===== src/rtl/pe_mac_vec_pkg.sv =====
// Shared types and sizing helpers for the vector multiply-accumulate PE.
package pe_mac_vec_pkg;

  typedef enum logic [1:0] {
    StAcc,
    StFlush,
    StOut
  } state_e;

  // Width of an exact dot-product sum of one beat.
  function automatic int acc_bw_min(input int lanes, input int weight_bw, input int data_bw);
    return weight_bw + data_bw + $clog2(lanes);
  endfunction

endpackage


===== src/rtl/pe_mac_vec_weight_reg.sv =====
// One lane's weight register; loads whenever reload is asserted.
module pe_mac_vec_weight_reg #(
  parameter int WEIGHT_BW = 8
) (
  input  logic                 clk,
  input  logic                 rstn,
  input  logic                 load,
  input  logic [WEIGHT_BW-1:0] d,
  output logic [WEIGHT_BW-1:0] q
);

  always_ff @(posedge clk or negedge rstn) begin
    if (!rstn) begin
      q <= '0;
    end else if (load) begin
      q <= d;
    end
  end

endmodule


===== src/rtl/pe_mac_vec.sv =====
// Three-stage signed dot-product accumulator with valid/ready on both sides.
module pe_mac_vec
  import pe_mac_vec_pkg::*;
#(
  parameter int LANES     = 4,
  parameter int WEIGHT_BW = 8,
  parameter int DATA_BW   = 8,
  parameter int ACC_BW    = 24
) (
  input  logic                         clk,
  input  logic                         rstn,
  input  logic                         weight_reload,
  input  logic [LANES*WEIGHT_BW-1:0]   weight_in,
  input  logic                         sat_en,
  input  logic                         in_valid,
  output logic                         in_ready,
  input  logic [LANES*DATA_BW-1:0]     data_in,
  input  logic                         in_last,
  output logic                         out_valid,
  input  logic                         out_ready,
  output logic [ACC_BW-1:0]            acc_out,
  output logic                         overflow
);

  localparam int PROD_BW = WEIGHT_BW + DATA_BW;
  localparam int SUM_BW  = acc_bw_min(LANES, WEIGHT_BW, DATA_BW);
  localparam int WIDE_BW = ((ACC_BW > SUM_BW) ? ACC_BW : SUM_BW) + 1;
  localparam logic signed [WIDE_BW-1:0] AccMax =
    {{(WIDE_BW-ACC_BW+1){1'b0}}, {(ACC_BW-1){1'b1}}};
  localparam logic signed [WIDE_BW-1:0] AccMin =
    {{(WIDE_BW-ACC_BW+1){1'b1}}, {(ACC_BW-1){1'b0}}};
  // Stage 3 writes two edges after the last beat; one more edge lets acc_q settle.
  localparam logic [1:0] FlushLast = 2'd2;

  logic [LANES*WEIGHT_BW-1:0] weight_q;

  for (genvar i = 0; i < LANES; i++) begin : g_lane
    pe_mac_vec_weight_reg #(
      .WEIGHT_BW(WEIGHT_BW)
    ) u_weight_reg (
      .clk (clk),
      .rstn(rstn),
      .load(weight_reload),
      .d   (weight_in[i*WEIGHT_BW +: WEIGHT_BW]),
      .q   (weight_q[i*WEIGHT_BW +: WEIGHT_BW])
    );
  end

  state_e                     state_q;
  logic [1:0]                 flush_cnt_q;
  logic                       in_ready_q, out_valid_q, first_q;
  logic                       s1_valid_q, s1_first_q, s2_valid_q, s2_first_q;
  logic signed [PROD_BW-1:0]  prod_d [LANES];
  logic signed [PROD_BW-1:0]  s1_prod_q [LANES];
  logic signed [SUM_BW-1:0]   sum_d, s2_sum_q;
  logic signed [ACC_BW-1:0]   acc_q, acc_d;
  logic signed [WIDE_BW-1:0]  base, total;
  logic                       ovf_q, ovf_beat, accept;

  assign accept = in_valid & in_ready_q;

  always_comb begin
    for (int i = 0; i < LANES; i++) begin
      prod_d[i] = PROD_BW'($signed(weight_q[i*WEIGHT_BW +: WEIGHT_BW])) *
                  PROD_BW'($signed(data_in[i*DATA_BW +: DATA_BW]));
    end
    sum_d = '0;
    for (int i = 0; i < LANES; i++) begin
      sum_d = sum_d + SUM_BW'(s1_prod_q[i]);
    end
  end

  always_comb begin
    base     = s2_first_q ? '0 : WIDE_BW'(acc_q);
    total    = base + WIDE_BW'(s2_sum_q);
    ovf_beat = (total > AccMax) || (total < AccMin);
    acc_d    = total[ACC_BW-1:0];
    if (ovf_beat && sat_en) begin
      acc_d = (total > AccMax) ? AccMax[ACC_BW-1:0] : AccMin[ACC_BW-1:0];
    end
  end

  always_ff @(posedge clk or negedge rstn) begin
    if (!rstn) begin
      first_q    <= 1'b1;
      s1_valid_q <= 1'b0;
      s1_first_q <= 1'b0;
      s2_valid_q <= 1'b0;
      s2_first_q <= 1'b0;
      s2_sum_q   <= '0;
      acc_q      <= '0;
      ovf_q      <= 1'b0;
      for (int i = 0; i < LANES; i++) s1_prod_q[i] <= '0;
    end else begin
      s1_valid_q <= accept;
      if (accept) begin
        first_q    <= in_last;
        s1_first_q <= first_q;
        s1_prod_q  <= prod_d;
      end
      s2_valid_q <= s1_valid_q;
      if (s1_valid_q) begin
        s2_first_q <= s1_first_q;
        s2_sum_q   <= sum_d;
      end
      if (s2_valid_q) begin
        acc_q <= acc_d;
        ovf_q <= s2_first_q ? ovf_beat : (ovf_q | ovf_beat);
      end
    end
  end

  always_ff @(posedge clk or negedge rstn) begin
    if (!rstn) begin
      state_q     <= StAcc;
      flush_cnt_q <= '0;
      in_ready_q  <= 1'b1;
      out_valid_q <= 1'b0;
    end else begin
      case (state_q)
        StAcc: begin
          if (accept && in_last) begin
            state_q     <= StFlush;
            flush_cnt_q <= '0;
            in_ready_q  <= 1'b0;
          end
        end
        StFlush: begin
          if (flush_cnt_q == FlushLast) begin
            state_q     <= StOut;
            out_valid_q <= 1'b1;
          end else begin
            flush_cnt_q <= flush_cnt_q + 2'd1;
          end
        end
        StOut: begin
          if (out_ready) begin
            state_q     <= StAcc;
            out_valid_q <= 1'b0;
            in_ready_q  <= 1'b1;
          end
        end
        default: begin
          state_q     <= StAcc;
          in_ready_q  <= 1'b1;
          out_valid_q <= 1'b0;
        end
      endcase
    end
  end

  assign in_ready  = in_ready_q;
  assign out_valid = out_valid_q;
  assign acc_out   = acc_q;
  assign overflow  = ovf_q;

endmodule

===== config.mk =====
export PLATFORM = sky130hd
export DESIGN_NAME = pe_mac_vec
export DESIGN_NICKNAME = d
export VERILOG_FILES = /design/src/rtl/pe_mac_vec_pkg.sv /design/src/rtl/pe_mac_vec_weight_reg.sv /design/src/rtl/pe_mac_vec.sv
export SDC_FILE = /design/constraint.sdc
export NUM_CORES = 1
export LEC_CHECK = 0
export ABC_AREA = 0
export CAP_MARGIN = 40
export CORE_AREA = 3 3 193 195
export DETAILED_ROUTE_END_ITERATION = 7
export DIE_AREA = 0 0 196 198
export PLACE_DENSITY_LB_ADDON = 0.25
export SLEW_MARGIN = 20
export SYNTH_ARGS = -nofsm -noshare
export SYNTH_HDL_FRONTEND = slang
export SYNTH_SLANG_ARGS = --single-unit

===== constraint.sdc =====
create_clock -name clk -period 4.7 [get_ports clk]
set_input_delay 0.94 -clock clk [delete_from_list [all_inputs] [get_ports clk]]
set_output_delay 0.94 -clock clk [all_outputs]
set_load 0.05 [all_outputs]

======== After elaboration in Yosys (flattened, before gate mapping) ========
Cells that the tools add are included.
cells by class
  multiply operators ...................... 4
  mux-type cells .......................... 17
  reductions and logical operators ........ 9
  $add $sub $neg .......................... 5
  $lt $le $gt $ge ......................... 2
  equal/unequal tests ..................... 7
  bitwise gates (word level) .............. 4
operators with widths
  operator                                               count
  multiplier 8 x 8 -> 16 bit                             4
  two-way mux 24 bit                                     2
  adder 25 x 18 -> 25 bit                                1
  > comparator 25 x 24 -> 1 bit (second input constant)  1
  < comparator 25 x 24 -> 1 bit (second input constant)  1
  two-way mux 25 bit                                     1
  adder 17 x 16 -> 18 bit                                1
  adder 18 x 16 -> 18 bit                                1
  adder 16 x 16 -> 17 bit                                1
  AND reduction 3 bit                                    4
  two-way mux 2 bit                                      5
  inequality test 2 bit (second input constant)          4
  one-hot mux 1 bit (3 select lines)                     2
  one-hot mux 2 bit (3 select lines)                     1
  two-way mux 1 bit                                      5
  equality test 2 bit (second input constant)            2
  one-hot mux 2 bit (2 select lines)                     1
  adder 2 x 1 -> 2 bit (second input constant)           1
  equality test 2 x 1 -> 1 bit (second input constant)   1
  logical AND 1 bit                                      2
  logical NOT 2 bit                                      1
  NOT 1 bit                                              2
  nonzero test 2 bit                                     1
  AND 1 bit                                              1
  2 further kinds                                        2
word-level totals
  logic and storage cells ................. 68
  register bits ........................... 150

======== Logic depth before layout (Yosys ltp) ========
Gate-level depths: netlist of run 1.
  word-level depth ........................ 6
  mapped depth ............................ 18
  depth with buffers taken out ............ 18

======== By module ========
A second synthesis of run 1 with hierarchy kept.
second synthesis, totals
  cell total of the unflattened synthesis .. 1817
  area, all modules ....................... 18188.7 um^2
by module, submodules not included
  module                 area each (um^2)  times used  cells an instance
  pe_mac_vec             16862.4           1           1749
  pe_mac_vec_weight_reg  331.6             4           17

======== Worst setup path after synthesis of run 1 ========
OpenSTA, ideal clock, no wires.
  path type ............................... input -> register
  from .................................... input data_in[3]
  to ...................................... register s1_prod_q[63] (netlist bit)
  setup slack ............................. -0.142 ns
  setup time .............................. 0.133 ns
  stages on the path ...................... 14
  arrival time ............................ 4.709 ns
  cell sequence ........................... and2_1 -> fa_1 -> inv_1 -> fa_1 -> fa_1 -> fa_1 -> inv_1 -> ha_1 -> and2_1 -> o21ai_0 -> o31ai_1 -> o41ai_1 -> xnor2_1 -> o21ai_0
between the ends
  longest elaborated chain between the ends .. 1
RTL lines
  element                     line              text
  start, declared             pe_mac_vec.sv:17  input logic [LANES*DATA_BW-1:0] data_in,
  multiplier 8 x 8 -> 16 bit  pe_mac_vec.sv:64  prod_d[i] = PROD_BW'($signed(weight_q[i*WEIGHT_BW +: WEIGHT_BW])) *
  end signal, assigned        pe_mac_vec.sv:99  s1_prod_q <= prod_d;
  end, declared               pe_mac_vec.sv:54  logic signed [PROD_BW-1:0] s1_prod_q [LANES];
No other way between the ends.
A chain may end at the register's enable or synchronous reset.

======== Final worst setup path of run 1 ========
  from .................................... input data_in[20]
  to ...................................... register s1_prod_q[31] (netlist bit)
Same word-level chain as after synthesis.

==> results of run 1 <==
through the flow:
stage / worst slack, ns / hold slack (ns) / area, um2
floorplan: -0.03183 / 0.3721 / 18430
detailed placement: -0.8307 / 0.4565 / 21180
global placement: -0.7594 / 0.4511 / 21140
CTS: 0.0001612 / 0.3361 / 21940
global route: -0.04597 / 0.3471 / 22140
finish: 0.1083 / 0.3408 / 22140
worst register-to-register path: cells and delay by family, from the launching register on:
kind	cells	cell delay, ns
AND/OR/NAND/NOR	1	0.14
flip-flops	1	0.51
XOR/XNOR	1	0.15
buffers and inverters	3	0.29
adder cells (fa/ha/maj)	5	2.37
AO/OA/AOI/OAI	5	0.80
synthesized netlist by cell type, types with 9 or more instances:
library cell and n:
inv_1 345, fa_1 254, nand2_1 212, and2_1 166, ha_1 158, dfrtp_1 148, nor2_1 72, a21oi_1 67
o21ai_0 67, xnor2_1 58, mux2_2 44, nor2b_1 29, nor3_1 23, o31ai_1 22, nand3_1 20, xor2_1 20
nand2b_1 19, clkbuf_1 17, o21a_1 14, nand3b_1 12, a211oi_1 10, a21o_1 10, o2bb2ai_2 10, a21boi_0 9
buf_1 9
sequential cells by signal (all words and copies together), names as in the netlist:
register,cells
s1_valid_q,1
first_q,1
state_q,2
overflow,1
in_ready,1
s1_prod_q,64
s2_first_q,1
s2_valid_q,1
s1_first_q,1
g_lane.u_weight_reg.q,32
flush_cnt_q,2
s2_sum_q,18
out_valid,1
acc_out,24
final cells by class:
class	count	area (um2)
multi-input combinational	1405	13510
fill	2981	13430
sequential	150	3756
timing repair buffer	282	2342
inverter	347	1303
tap	461	576.8
clock buffer	17	425.4
clock inverter	15	232.7
worst max path at each step:
stage / from / endpoint / slack [ns]
finish: data_in[20] / s1_prod_q[31] / 0.11
CTS: data_in[30] / s1_prod_q[15] / 0.0002
global placement: data_in[9] / s1_prod_q[47] / -0.76
floorplan: data_in[2] / s1_prod_q[63] / -0.03
global route: data_in[8] / s1_prod_q[46] / -0.05
detailed placement: data_in[3] / s1_prod_q[60] / -0.83
cells by family after synthesis:
| family | Yosys count | synth area share (%) |
|---|---|---|
| fa+ha+maj | 412 | 38.37 |
| flops | 150 | 20.41 |
| xor+xnor | 78 | 3.712 |
| mux | 46 | 2.801 |
| compound gates | 283 | 10.63 |
| simple gates | 586 | 16.01 |
| buf+inv | 382 | 8.070 |
routing by layer:
metal  GRT usage [%]  part of all wire (%)  wire length [um]
met1           28.88                    45             18630
met2           38.07                    50             20510
met3           2.552                   2.9              1195
met4           5.176                   1.6               670
met5               0                     0                 0
repair_timing:
item                       CTS  global route
pin swaps                   28            34
gates resized for setup     69            95
setup endpoints to repair   24            21
setup buffers                3             2
==> flow_summary.toml, run 1 <==
[run_status]
status = "finished clean"

[layout]
layout_common_cells = "inv_1 (342), fa_1 (250), nand2_1 (211), buf_4 (176), and2_1 (157)"
area_growth_pct = 20.31
utilization_pct = 62.25
final_common_cell = "inv_1"
drive_gt1_share_pct = 17.01
diodes = 0
finalNonFillerCells = 2677
finalNetCount = 2686

[drt]
drc = 0
ant_nets = 0
wire_per_inst_um = 15.32
via_count = 13890
wl_um = 41000
via_per_inst = 5.188
firstDrtPassIters = 5
drtIter0Drc = 548

[cts]
tritoncts = "yes"
hold_buffers = 0
clk_pin_slew_worst_paths_ns = 0.07
clock_path_buffers = 2
cts_root_buf = "clkbuf_16"
clkLatencyLatePin_ns = 0.45
cts.sinks = 150
ctsHtreeMaxLevel = 4
numCtsBuffers = 17

[synthesis]
seq_area_frac_synth_pct = 20.41
yosys_most_used_dff = "dfrtp_1"
synth_area_leaders = "fa_1 (28%), dfrtp_1 (20%), ha_1 (11%)"
synthDistinctLibCells = 71
syn-num-nets = 2420
syn_inst = 1937
syn_area_per_cell_um2 = 9.501
yosys_warnings = 0
async_flop_share_pct = 100.0
yosysTopAreaCell = "fa_1"
synth-seq-cells = 150
netlist_area_mm2 = 0.01840
synth_top_area_share_pct = 27.63
synth_edf_count = 0

[die]
dieArea_mm2 = 0.03881
rows = 69
dieHeight_um = 198
pin_count = 98
die_w_um = 196
core_mm2 = 0.03557
start_util_pct = 51.74

[setup_path]
cp_cell_sequence = "dlygate4sd2_1 -> buf_6 -> buf_4 -> and2_1 -> fa_2 -> buf_6 -> fa_1 -> inv_1 -> fa_1 -> inv_1 -> fa_1 -> ha_4 -> nand3_1 -> a211o_1 -> a31oi_2 -> xnor2_1 -> o21ai_0"
worstSetupPathType = "primary input to flip-flop"
required_ns = 5.00
cp_top_family = "adder cells"
reg2reg_depth = 15
r2r_setup_slack_ns = 0.30
cp-start-kind = "primary input"
cp_slowest_cell = "fa_2"
cp-end-kind = "flip-flop"
critPathBufInv = 6
reg2reg_to = "s1_prod_q[15]"
crit_top_cell = "fa_1"
path_max_fanout = 5
max_stage_delay_ns = 0.50
cp_num_cells = 17
critical_path_arrival_ns = 4.89
rr_startpoint = "g_lane[3].u_weight_reg.q[5]"

[timing]
final_max_slew_viol_count = 0
fin_crit_sh_pct = 97.70
skew_ns = 0.009716
clock.fmax_mhz = 217.8
finalCriticalPeriod_ns = 4.592
setup_viol = 0
rsz0062_at_grt = "yes"
hold_viol = 0
timing.setup.tns_ns = 0
tightestPinTransition_ns = 0.7974
slew_headroom_pct = 46.84

[global_routing]
grt_pass1_vias = 14660
grt_pass1_wl_um = 69390
antenna_found_initial = 0
track_usage_pct = 21.65
grt_start_max_net_pins = 83
grt_overflow_total = 0

[placement]
gp_congestion = 0.8776
port_buffers = 97
dp_hpwl_um = 33560
dpl.cell_count = 2639

[flow_run]
max-cap-violations = 0

[hold_path]
holdCritPathClass = "primary input to asynchronous set/reset pin"
Power of run 1 is left out: the tool's default activity adds up to more than one toggle a clock period on the data nets, which glitch-free logic cannot reach.
==> run 2, diff against run 1 <==
- CORE_AREA: 3 3 193 195 -> 8 8 198 200
- DIE_AREA: 0 0 196 198 -> 0 0 206 208
- SETUP_SLACK_MARGIN: default -> 0.05
- clock period: 4.7 -> 4.3 ns (I/O delays scaled with it)
==> run 2 against run 1 <==
Compared with the run above:
- the run now ends with setup timing left
- routed wire length rose by 4.0%
- core utilization up 1.4 points
- sequential share of layout area is 0.48 points lower
- worst setup slack got worse by 0.11 ns
- first-iteration DRC count increased by 42%
- clock-buffer cell count grew 2
- clock skew increased by 0.0031 ns
==> flow_summary.toml, run 2 (synthesis results as in run 1) <==
[setup_path]
reg2reg_depth = 17
rr_startpoint = "g_lane[0].u_weight_reg.q[7]"
cp-start-kind = "primary input"
cp_slowest_cell = "fa_1"
max_stage_delay_ns = 0.50
critPathBufInv = 6
worstSetupPathType = "primary input to flip-flop"
critical_path_arrival_ns = 4.61
path_max_fanout = 5
cp_cell_sequence = "buf_2 -> buf_4 -> and2_1 -> fa_1 -> inv_1 -> fa_1 -> inv_1 -> fa_1 -> inv_2 -> fa_1 -> inv_1 -> ha_2 -> and2_4 -> o21ai_4 -> o31ai_4 -> o41ai_2 -> xnor2_1 -> o21ai_1"
crit_top_cell = "fa_1"
critPathLaunch = "data_in[6]"
r2r_setup_slack_ns = 0.03
cp-end-kind = "flip-flop"
required_ns = 4.61
cp_top_family = "adder cells"
cp_num_cells = 18

[timing]
clock.fmax_mhz = 232.3
tightestPinTransition_ns = 0.7181
setup_viol = 1
final_max_slew_viol_count = 0
skew_ns = 0.01278
rsz0062_at_grt = "yes"
layout_setup_ws_ns = -0.005418
timing.setup.tns_ns = -0.005418
slew_headroom_pct = 51.83
hold_viol = 0
fin_crit_sh_pct = 100.1
finalCriticalPeriod_ns = 4.305

[cts]
hold_buffers = 0
clkLatencyLatePin_ns = 0.44
cts_root_buf = "clkbuf_16"
clock_path_buffers = 2
cts.sinks = 150
tritoncts = "yes"
clk_pin_slew_worst_paths_ns = 0.07
numCtsBuffers = 17
ctsHtreeMaxLevel = 4

[global_routing]
grt_pass1_vias = 15150
grt_pass1_wl_um = 72730
grt_start_max_net_pins = 110
grt_overflow_total = 0
antenna_found_initial = 0
track_usage_pct = 20.49

[drt]
ant_nets = 0
wl_um = 42660
drtIter0Drc = 778
wire_per_inst_um = 15.78
drc = 0
via_count = 14140
firstDrtPassIters = 5
via_per_inst = 5.230

[die]
dieArea_mm2 = 0.04285
pin_count = 98
start_util_pct = 51.00
rows = 70
core_mm2 = 0.03608
dieHeight_um = 208
die_w_um = 206

[placement]
gp_congestion = 0.8736
dp_hpwl_um = 33920
port_buffers = 97
preCtsSetupSlack_ns = -1.035
placed_area_mm2 = 0.02147

[layout]
largest_register_ffs = 64
area_growth_pct = 24.72
finalNetCount = 2706
diodes = 0
design_area_mm2 = 0.02295
final_common_cell = "inv_1"
layout_common_cells = "inv_1 (309), fa_1 (237), buf_4 (201), nand2_1 (199), and2_1 (134)"
top_register = "s1_prod_q"
drive_gt1_share_pct = 25.40

[run_status]
status = "finished with violations"
violations = "setup timing"

[hold_path]
holdCritPathClass = "primary input to asynchronous set/reset pin"

[flow_run]
max-cap-violations = 0
==> run 2: stage by stage <==
stage          hold WS [ns]  instances  util, %
4_1_cts              0.2442       2685    61.76
2_1_floorplan        0.3721       1937        -
5_1_grt              0.2565       2704    63.61
3_3_place_gp         0.4507       2639    59.37
6_report             0.2592       2704    63.61
3_5_place_dp         0.4510       2641    59.49
==> run 2: cell type report <==
| class | instances | area [um2] |
|---|---|---|
| inverter | 347 | 1313 |
| clock buffer | 19 | 452.9 |
| timing repair buffer | 302 | 2549 |
| fill | 2945 | 13130 |
| multi-input combinational | 1405 | 14130 |
| clock inverter | 13 | 137.6 |
| tap | 468 | 585.6 |
| sequential | 150 | 3784 |
==> run 2: routing by layer <==
| metal | share of wire [%] | global-route usage (%) |
|---|---|---|
| met2 | 50 | 35.06 |
| met5 | 0 | 0 |
| met1 | 44 | 26.89 |
| met3 | 3.7 | 2.626 |
| met4 | 2.1 | 5.728 |
==> run 2: what timing repair did <==
item	CTS	global route
resized for setup	197	168
setup buffers	12	18
endpoints found under the setup margin	31	22
cloned	0	0
pin swaps	71	100
==> run 2: worst paths after layout <==
kind                                                to
setup reg to reg                         s1_prod_q[63]
setup / recovery                         s1_prod_q[63]
max in group asynchronous  g_lane[0].u_weight_reg.q[0]
hold / removal                              s2_first_q
min in group clk                               first_q
hold reg to reg                                first_q
Power of run 2 is left out for the same reason.
==> run 3, diff against run 2 <==
- CORE_AREA: 8 8 198 200 -> 8 8 185 187
- DIE_AREA: 0 0 206 208 -> 0 0 193 195
==> run 3 against run 2 <==
Compared with the run above:
- critical path type unchanged
- sequential cell count unchanged
- worst setup slack lost 0.022 ns
- die area shrank 12%
- the flow still finishes with violations (setup timing)
- first-iteration DRC count down 1.8%
- maximum frequency shrank 0.51%
- global-route usage rose by 3.5 points
- cell count shrank 2.0%
- final area rose by 0.93%
- sequential share of layout area fell by 0.14 points
- via count rose by 2.8%
- register-to-register slack worse by 0.04 ns
==> flow_summary.toml, run 3 (synthesis results as in run 1) <==
[run_status]
status = "finished with violations"
violations = "setup timing"

[setup_path]
required_ns = 4.61
cp-end-kind = "flip-flop"
worstSetupPathType = "primary input to flip-flop"
critical_path_arrival_ns = 4.64
path_max_fanout = 4
cp-start-kind = "primary input"

[timing]
fin_crit_sh_pct = 100.6
setup_viol = 3
tightestPinTransition_ns = 0.7107
rsz0062_at_grt = "yes"
hold_viol = 0
layout_setup_ws_ns = -0.02731
clock.fmax_mhz = 231.1
final_max_slew_viol_count = 0
slew_headroom_pct = 52.44
skew_ns = 0.01211
finalCriticalPeriod_ns = 4.327

[die]
dieArea_mm2 = 0.03764
start_util_pct = 58.93
die_w_um = 193
dieHeight_um = 195
rows = 65
core_mm2 = 0.03123
pin_count = 98

[drt]
via_count = 14540
wl_um = 44520
wire_per_inst_um = 16.81
ant_nets = 0
via_per_inst = 5.488
firstDrtPassIters = 5
drc = 0
drtIter0Drc = 764

[hold_path]
holdCritPathClass = "primary input to asynchronous set/reset pin"

[cts]
ctsHtreeMaxLevel = 4
clk_pin_slew_worst_paths_ns = 0.07
clock_path_buffers = 2
cts.sinks = 150
hold_buffers = 0
cts_root_buf = "clkbuf_16"
numCtsBuffers = 17
tritoncts = "yes"
clkLatencyLatePin_ns = 0.45

[layout]
top_register = "s1_prod_q"
final_common_cell = "inv_1"
layout_common_cells = "inv_1 (289), fa_1 (236), buf_4 (208), nand2_1 (201), dfrtp_1 (123)"
diodes = 0
design_area_mm2 = 0.02317
largest_register_ffs = 64
drive_gt1_share_pct = 27.73
area_growth_pct = 25.88
fillers = 2149
finalNetCount = 2718

[global_routing]
grt_start_max_net_pins = 90
antenna_found_initial = 0
grt_overflow_total = 0
grt_pass1_vias = 15500
grt_pass1_wl_um = 73540
track_usage_pct = 23.97

[placement]
gp_congestion = 0.8735
dp_hpwl_um = 33880
port_buffers = 97
placed_area_mm2 = 0.02141

[flow_run]
max-cap-violations = 0
==> run 3: changes by cell type in the layout (fill, tap and decap cells not counted), sizes merged <==
cell / delta
clkinvlp: +1
inv: -5
bufinv: +2
clkinv: +2
buf: +15
clkbuf: -4
==> run 3: cell type report <==
type / instances / area (um2) / area share [%]
Multi-Input combinational cell: 1405 / 14250 / 61.49
Sequential cell: 150 / 3787 / 16.35
Timing Repair Buffer: 314 / 2709 / 11.69
Inverter: 347 / 1311 / 5.660
Tap cell: 402 / 503.0 / 2.171
Clock buffer: 18 / 439.2 / 1.896
Clock inverter: 13 / 171.4 / 0.7399
==> run 3: final timing paths <==
| kind | start | to | slack [ns] | cells after the start |
|---|---|---|---|---|
| worst max-delay path | data_in[0] | s1_prod_q[63] | -0.03 | 18 |
| worst min-delay path | rstn | g_lane[0].u_weight_reg.q[6] | 0.22 | 1 |
| worst max register to register | g_lane[0].u_weight_reg.q[7] | s1_prod_q[63] | -0.01 | 17 |
| worst min register to register | first_q | first_q | 0.46 | 2 |
| max in group asynchronous | rstn | in_ready | 3.07 | 3 |
| min in group clk | first_q | first_q | 0.46 | 2 |
==> run 3: stage by stage <==
| step | instances | TNS, ns | hold WS, ns | worst slack, ns | util [%] |
|---|---|---|---|---|---|
| 2_1_floorplan | 1937 | -0.6483 | 0.3721 | -0.1831 | - |
| 3_3_place_gp | 2580 | -24.17 | 0.4490 | -0.9491 | 68.46 |
| 3_5_place_dp | 2581 | -26.68 | 0.4576 | -1.077 | 68.55 |
| 4_1_cts | 2625 | 0 | 0.4686 | 0.03253 | 71.33 |
| 5_1_grt | 2649 | -0.7088 | 0.2159 | -0.1710 | 74.18 |
| 6_report | 2649 | -0.03226 | 0.2210 | -0.02731 | 74.18 |
==> run 3: timing repair <==
action | 4_1_cts | 5_1_grt
setup endpoints to repair | 29 | 23
pin swaps | 94 | 131
setup buffers | 13 | 22
gates resized for setup | 212 | 215
==> run 3: critical path, stage by stage <==
cell and delay (ns):
buf_8 0.10, and2_4 0.14, buf_6 0.11, ha_4 0.28, clkinvlp_4 0.12, buf_6 0.14
fa_1 0.50, inv_2 0.04, fa_1 0.53, inv_2 0.05, fa_1 0.53, inv_2 0.06
ha_4 0.22, nor2_1 0.29, o31ai_4 0.12, o41ai_2 0.33, xnor2_1 0.16, o21ai_1 0.07
==> run 3: metal layers <==
layer	share of wire [%]	routed length, um	global-route usage [%]	vias up
met5	0	0	0	-
met4	3.1	1391	8.407	0
met3	3.7	1628	3.118	90
met2	52	22950	41.83	325
met1	42	18560	30.09	7315
li1	-	-	-	6807
Power of run 3 is left out for the same reason.
